[src/rtl/video_in_pkg.sv]
// Shared types and defaults for the video-input path (FIFO and Wishbone writer).
package video_in_pkg;

    // Defaults shared with the video-input FIFO instantiation.
    localparam int VIDEO_IN_DATA_SIZE   = 32;
    localparam int VIDEO_IN_NB_PACK     = 16;
    localparam int VIDEO_IN_FRAME_WORDS = 76800;

    // Writer FSM states.
    typedef enum logic [1:0] {
        IDLE  = 2'd0,
        LOAD  = 2'd1,
        WRITE = 2'd2
    } wb_wr_state_t;

    // Counter width able to hold 0..n-1, never narrower than one bit.
    function automatic int cnt_width(input int n);
        return (n > 1) ? $clog2(n) : 1;
    endfunction

endpackage

[src/rtl/frame_addr_gen.sv]
// Linear word counter inside one frame buffer. Produces the Wishbone byte
// address of the current word and a one-cycle pulse when a frame completes.
module frame_addr_gen
    import video_in_pkg::*;
#(
    parameter int                  ADR_SIZE    = 32,
    parameter logic [ADR_SIZE-1:0] FRAME_BASE  = '0,
    parameter int                  FRAME_WORDS = VIDEO_IN_FRAME_WORDS
) (
    input  logic                clk,
    input  logic                nRST,
    input  logic                i_advance,
    output logic [ADR_SIZE-1:0] o_adr,
    output logic                o_frame_done
);

    localparam int             WCW       = cnt_width(FRAME_WORDS);
    localparam logic [WCW-1:0] LAST_WORD = WCW'(FRAME_WORDS - 1);

    logic [WCW-1:0]      r_word_cnt;
    logic                r_frame_done;
    logic                w_last_word;
    logic [ADR_SIZE-1:0] w_offset;

    assign w_last_word = (r_word_cnt == LAST_WORD);

    // Word counter: advance once per acked beat, wrap at the frame end.
    always_ff @(posedge clk or negedge nRST) begin
        if (!nRST) begin
            r_word_cnt <= '0;
        end else if (i_advance) begin
            r_word_cnt <= w_last_word ? '0 : r_word_cnt + WCW'(1);
        end
    end

    // Frame-done pulse: the cycle after the last word of the frame is acked.
    always_ff @(posedge clk or negedge nRST) begin
        if (!nRST) begin
            r_frame_done <= 1'b0;
        end else begin
            r_frame_done <= i_advance & w_last_word;
        end
    end

    // Byte address; the sum is truncated to the address width on purpose.
    assign w_offset     = ADR_SIZE'(r_word_cnt) << 2;
    assign o_adr        = FRAME_BASE + w_offset;
    assign o_frame_done = r_frame_done;

endmodule

[src/rtl/video_in_wb_writer.sv]
// Wishbone burst master draining the video-input FIFO into frame memory.
// A burst of NB_PACK words is written as one locked cycle (cyc held).
// Bus handshake: a beat transfers on a rising edge where wb_stb_o and
// wb_ack_i are both high; address and data stay stable until then.
// Each beat goes LOAD (data settles, previous pop takes effect) then WRITE.
module video_in_wb_writer
    import video_in_pkg::*;
#(
    parameter int                  DATA_SIZE   = VIDEO_IN_DATA_SIZE,
    parameter int                  NB_PACK     = VIDEO_IN_NB_PACK,
    parameter int                  ADR_SIZE    = 32,
    parameter logic [ADR_SIZE-1:0] FRAME_BASE  = '0,
    parameter int                  FRAME_WORDS = VIDEO_IN_FRAME_WORDS
) (
    input  logic                   clk,
    input  logic                   nRST,
    input  logic                   enable,
    input  logic [DATA_SIZE-1:0]   fifo_data,
    input  logic                   fifo_nb_pack,
    output logic                   fifo_r_ack,
    output logic                   wb_cyc_o,
    output logic                   wb_stb_o,
    output logic                   wb_we_o,
    output logic [DATA_SIZE/8-1:0] wb_sel_o,
    output logic [ADR_SIZE-1:0]    wb_adr_o,
    output logic [DATA_SIZE-1:0]   wb_dat_o,
    input  logic                   wb_ack_i,
    output logic                   frame_done,
    output logic [1:0]             o_dbg_state
);

    localparam int            BW        = cnt_width(NB_PACK);
    localparam logic [BW-1:0] LAST_BEAT = BW'(NB_PACK - 1);

    wb_wr_state_t  r_state;
    wb_wr_state_t  w_state_next;
    logic [BW-1:0] r_beat_cnt;
    logic          r_fifo_r_ack;
    logic          w_burst_start;
    logic          w_beat_ack;

    // State register.
    always_ff @(posedge clk or negedge nRST) begin
        if (!nRST) begin
            r_state <= IDLE;
        end else begin
            r_state <= w_state_next;
        end
    end

    // Next state: start on a full packet, alternate LOAD/WRITE per beat,
    // return to IDLE after the last acked beat.
    always_comb begin
        w_state_next  = r_state;
        w_burst_start = 1'b0;
        w_beat_ack    = 1'b0;
        case (r_state)
            IDLE: begin
                if (enable && fifo_nb_pack) begin
                    w_state_next  = LOAD;
                    w_burst_start = 1'b1;
                end
            end
            LOAD: begin
                w_state_next = WRITE;
            end
            WRITE: begin
                if (wb_ack_i) begin
                    w_beat_ack   = 1'b1;
                    w_state_next = (r_beat_cnt == LAST_BEAT) ? IDLE : LOAD;
                end
            end
            default: begin
                w_state_next = IDLE;
            end
        endcase
    end

    // Beat counter: cleared when a burst starts, stepped on every ack.
    always_ff @(posedge clk or negedge nRST) begin
        if (!nRST) begin
            r_beat_cnt <= '0;
        end else if (w_burst_start) begin
            r_beat_cnt <= '0;
        end else if (w_beat_ack) begin
            r_beat_cnt <= r_beat_cnt + BW'(1);
        end
    end

    // FIFO pop: one-cycle pulse in the cycle after each ack.
    always_ff @(posedge clk or negedge nRST) begin
        if (!nRST) begin
            r_fifo_r_ack <= 1'b0;
        end else begin
            r_fifo_r_ack <= w_beat_ack;
        end
    end

    frame_addr_gen #(
        .ADR_SIZE    (ADR_SIZE),
        .FRAME_BASE  (FRAME_BASE),
        .FRAME_WORDS (FRAME_WORDS)
    ) u_addr (
        .clk          (clk),
        .nRST         (nRST),
        .i_advance    (w_beat_ack),
        .o_adr        (wb_adr_o),
        .o_frame_done (frame_done)
    );

    // Bus outputs decode straight from the state register, so an
    // asynchronous reset drops them immediately.
    assign wb_cyc_o    = (r_state != IDLE);
    assign wb_stb_o    = (r_state == WRITE);
    assign wb_we_o     = wb_cyc_o;
    assign wb_sel_o    = wb_stb_o ? '1 : '0;
    assign wb_dat_o    = fifo_data;
    assign fifo_r_ack  = r_fifo_r_ack;
    assign o_dbg_state = r_state;

endmodule

[config.mk]
export PLATFORM = sky130hd
export DESIGN_NAME = video_in_wb_writer
export DESIGN_NICKNAME = d
export VERILOG_FILES = /design/src/rtl/video_in_pkg.sv /design/src/rtl/frame_addr_gen.sv /design/src/rtl/video_in_wb_writer.sv
export SDC_FILE = /design/constraint.sdc
export NUM_CORES = 1
export LEC_CHECK = 0
export CAP_MARGIN = 30
export CORE_MARGIN = 4
export CORE_UTILIZATION = 39
export DETAILED_ROUTE_END_ITERATION = 10
export PLACE_DENSITY = 0.86
export SETUP_SLACK_MARGIN = 0.4
export SKIP_CTS_REPAIR_TIMING = 1
export SYNTH_ARGS = -nofsm -noshare
export SYNTH_HDL_FRONTEND = slang
export SYNTH_HIERARCHICAL = 1
export SYNTH_SLANG_ARGS = --single-unit
[constraint.sdc]
create_clock -name clk -period 3.2 [get_ports clk]
set_input_delay 0.32 -clock clk [delete_from_list [all_inputs] [get_ports clk]]
set_output_delay 0.32 -clock clk [all_outputs]
set_load 0.02 [all_outputs]
==> summary.md <==
| Metric | Value |
|---|---|
| Layout Nets | 212 |
| Achievable Freq | 478.8 MHz |
| Post-Layout Cell Count | 222 |
| Crit path max-delay cell type | clkdlybuf4s50_1 |
| Switching power | 402.7 uW |
| Met1 Track Usage GR | 0.1295 |
| P_leak | 0.0007991 uW |
| Final non-filler cell area | 0.001778 mm2 |
| Critical-path cell list | nor2b_1 > clkdlybuf4s50_1 |
| Root Driver | clkbuf_8 |
| Layout cells sized above 1 | 0.09302 |
| Initial antenna violation count | 0 |
| TritonCTS buffer count | 3 |
| Via density | 4.797 |
| Synth top area share | 0.3693 |
| Maximum VDD drop | 0.1955 mV |
| Core area | 0.004086 mm2 |
| Clock Latency Late Sink | 0.26 ns |
| Yosys warnings | 6 |
| Setup tns final | 0 ns |
| Register area share after synthesis | 0.3693 |
| Dpl cells | 218 |
| CP Capture Type | primary output |
| CTS tree | yes |
| Initial Util | 0.4146 |
| Max-slew violations | 0 |
| Total track usage | 0.1032 |
| Setup violators final | 0 |
| CP max stage delay | 0.67 ns |
| Synth unique cells | 36 |
| H-tree Lvls | 1 |
| P&R area growth vs syn | 4.949% |
| P_int | 654.4 uW |
| WL final | 2820 um |
| First DRT Iteration DRCs | 76 |
| DRC viols | 0 |
| Grt ovf | 0 |
| Clk pin slew, worst setup/hold paths | 0.08 ns |
| Final hold slack | 0.4160 ns |
| Cell count after synthesis | 176 |
| Top post-synthesis cells by area | dfrtp_1 (37%), buf_4 (23%), xnor2_1 (5.2%) |
| Final HPWL DP | 2173 um |
| Cell taking the most area after synthesis | dfrtp_1 |
| Final GP Congestion | 0.7323 |
| CP bufs+invs | 1 |
| Worst setup path class | reg -> out |
| Crit path arrival time | 1.77 ns |
| Cell area after synthesis | 0.001694 mm2 |
| Top-count cell post-synth | buf_4 |
| Die area | 0.005463 mm2 |
| Grt met3 use | 0.01505 |
| Post-synth top cells | buf_4 (52), dfrtp_1 (25), nor2_1 (13), nand2_1 (11), xnor2_1 (10) |
| Synth Flop Type | dfrtp_1 |
| Min Tclk post-route | 2.089 ns |
| Crit path max fanout | 10 |
| Pwr Density | 594.6 mW/mm2 |
| GRT Max-Usage Layer | met2 |
| Unrepaired setup endpoints after global routing | false |
| Die width | 73.91 um |
| Number of global-route vias before repair | 976 |
| Dpl cell area | 0.001732 mm2 |
| First-pass GRT wire length | 4443 um |
| Antenna cells | 0 |
| Rows | 23 |
| # clock sinks | 25 |
| CP Launch Type | flip-flop |
| I/O Buffers | 32 |
| Combinational power share | 0.398 |
| Largest net degree at the start of global routing | 26 |
| Clock share of power | 0.168 |
| Seq cells post-synth | 25 |
| Max Cap Viol | 0 |
| Setup Skew | 0.001244 ns |
| Post-DRT Antenna Nets | 0 |
| Final Cycle Share | 0.6527 |
| Final Hold Fails | 0 |
| Router iterations before antenna repair | 4 |
| Async S/R FF share, synth | 1.000 |
| Vias | 1065 |
| Status | finished, final reports clean |
| Number of synthesized flops with an enable pin | 0 |
| Routed len/inst | 12.70 um |
| Top delay family on crit path | buffers and inverters |
| Sw Share | 0.3810 |
| Num ports | 112 |
| Die H | 73.91 um |
| Worst path required time | 2.88 ns |
| GR Layer Usage met2 | 0.1703 |
| Fill cell count | 390 |
| Syn_area_per_cell | 9.626 um2 |
| Max Root-Sink Buffers | 2 |
| Seq pwr share | 0.434 |
| Worst hold path type | in -> async |
==> worst reg2reg max path, cell delays in order, from the launching register on <==
cell and delay, ns:
dfrtp_1 0.53, nand3b_4 0.15, inv_1 0.26, nand4_4 0.18, or3_4 0.46, nor2_8 0.16
o221ai_2 0.12
==> power by group through the flow <==
stage	sequential (uW)	combinational (uW)	clock, uW
after floorplan	477	325	0
after global placement	459	419	0
after detailed placement	465	426	0
after CTS	459	428	184
after global routing	472	454	195
final	458	421	177
==> stage by stage <==
| stage | worst slack (ns) | power [uW] | utilization |
|---|---|---|---|
| final | 1.111 | 1057 | 0.4351 |
| after global routing | 0.9733 | 1121 | 0.4351 |
| after CTS | 1.073 | 1072 | 0.4351 |
| after detailed placement | 0.8728 | 891.2 | 0.4238 |
| after global placement | 0.9360 | 877.9 | 0.4238 |
| after floorplan | 1.269 | 802.1 | - |
==> cells in the final DEF (no fill, tap or decap), types with 2 or more instances in the layout <==
| cell type | Yosys | final |
|---|---|---|
| nor2_1 | 13 | 13 |
| o221ai_2 | 2 | 2 |
| o21ai_0 | 4 | 4 |
| xor2_1 | 4 | 4 |
| nand2b_1 | 2 | 2 |
| nor4_1 | 5 | 5 |
| clkdlybuf4s50_1 | 0 | 32 |
| conb_1 | 1 | 15 |
| inv_1 | 6 | 6 |
| clkbuf_8 | 0 | 3 |
| nand2_1 | 11 | 11 |
| mux2i_1 | 3 | 3 |
| nand3_1 | 7 | 7 |
| nand4_4 | 2 | 2 |
| nor3_1 | 2 | 2 |
| dfrtp_1 | 25 | 25 |
| xnor2_1 | 10 | 10 |
| ha_1 | 2 | 2 |
| nand4_1 | 5 | 5 |
==> registers in the layout, indices dropped and copies added, names as in the netlist <==
signal / cells
o_dbg_state: 2
fifo_r_ack: 1
u_addr/r_word_cnt: 17
u_addr/o_frame_done: 1
r_beat_cnt: 4
==> worst paths after layout <==
kind / from / to / slack [ns] / cells past startpoint
worst max-delay path: o_dbg_state[1] / wb_stb_o / 1.11 / 2
worst min-delay path: nRST / u_addr/r_word_cnt[8] / 0.42 / 2
worst max register to register: o_dbg_state[1] / u_addr/r_word_cnt[9] / 1.22 / 6
worst min register to register: u_addr/r_word_cnt[15] / u_addr/r_word_cnt[15] / 0.53 / 1
max in group asynchronous: nRST / u_addr/r_word_cnt[13] / 2.56 / 2
min in group clk: u_addr/r_word_cnt[15] / u_addr/r_word_cnt[15] / 0.53 / 1
==> per-layer routing <==
metal / share of wire / wire length, um
met5: 0 / 0
met4: 0.021 / 59
met3: 0.073 / 205
met2: 0.50 / 1411
met1: 0.41 / 1143
==> area by class of cell <==
class / count / area, um2 / area share
multi-input cells: 104 / 693.2 / 0.3899
clock inverters: 1 / 5.005 / 0.002815
repair buffers: 33 / 327.8 / 0.1844
well taps: 50 / 62.56 / 0.03519
clock buffers: 3 / 41.29 / 0.02322
inverters: 6 / 22.52 / 0.01267
flip-flops and latches: 25 / 625.6 / 0.3519
==> logic make-up (layout without fill, tap and decap cells) <==
logic type               count (synthesis)  in the layout  synth area share
AND/OR/NAND/NOR                         61             61            0.2275
multiplexers                             3              3           0.01773
XOR/XNOR                                14             14           0.07237
buffers and inverters                   61             43            0.2526
AO/OA/AOI/OAI                            9              9           0.04358
flip-flops                              25             25            0.3693
other                                    1             15          0.002214
adder cells (fa/ha/maj)                  2              2           0.01477
No activity file was read; power rests on OpenSTA's default activity.
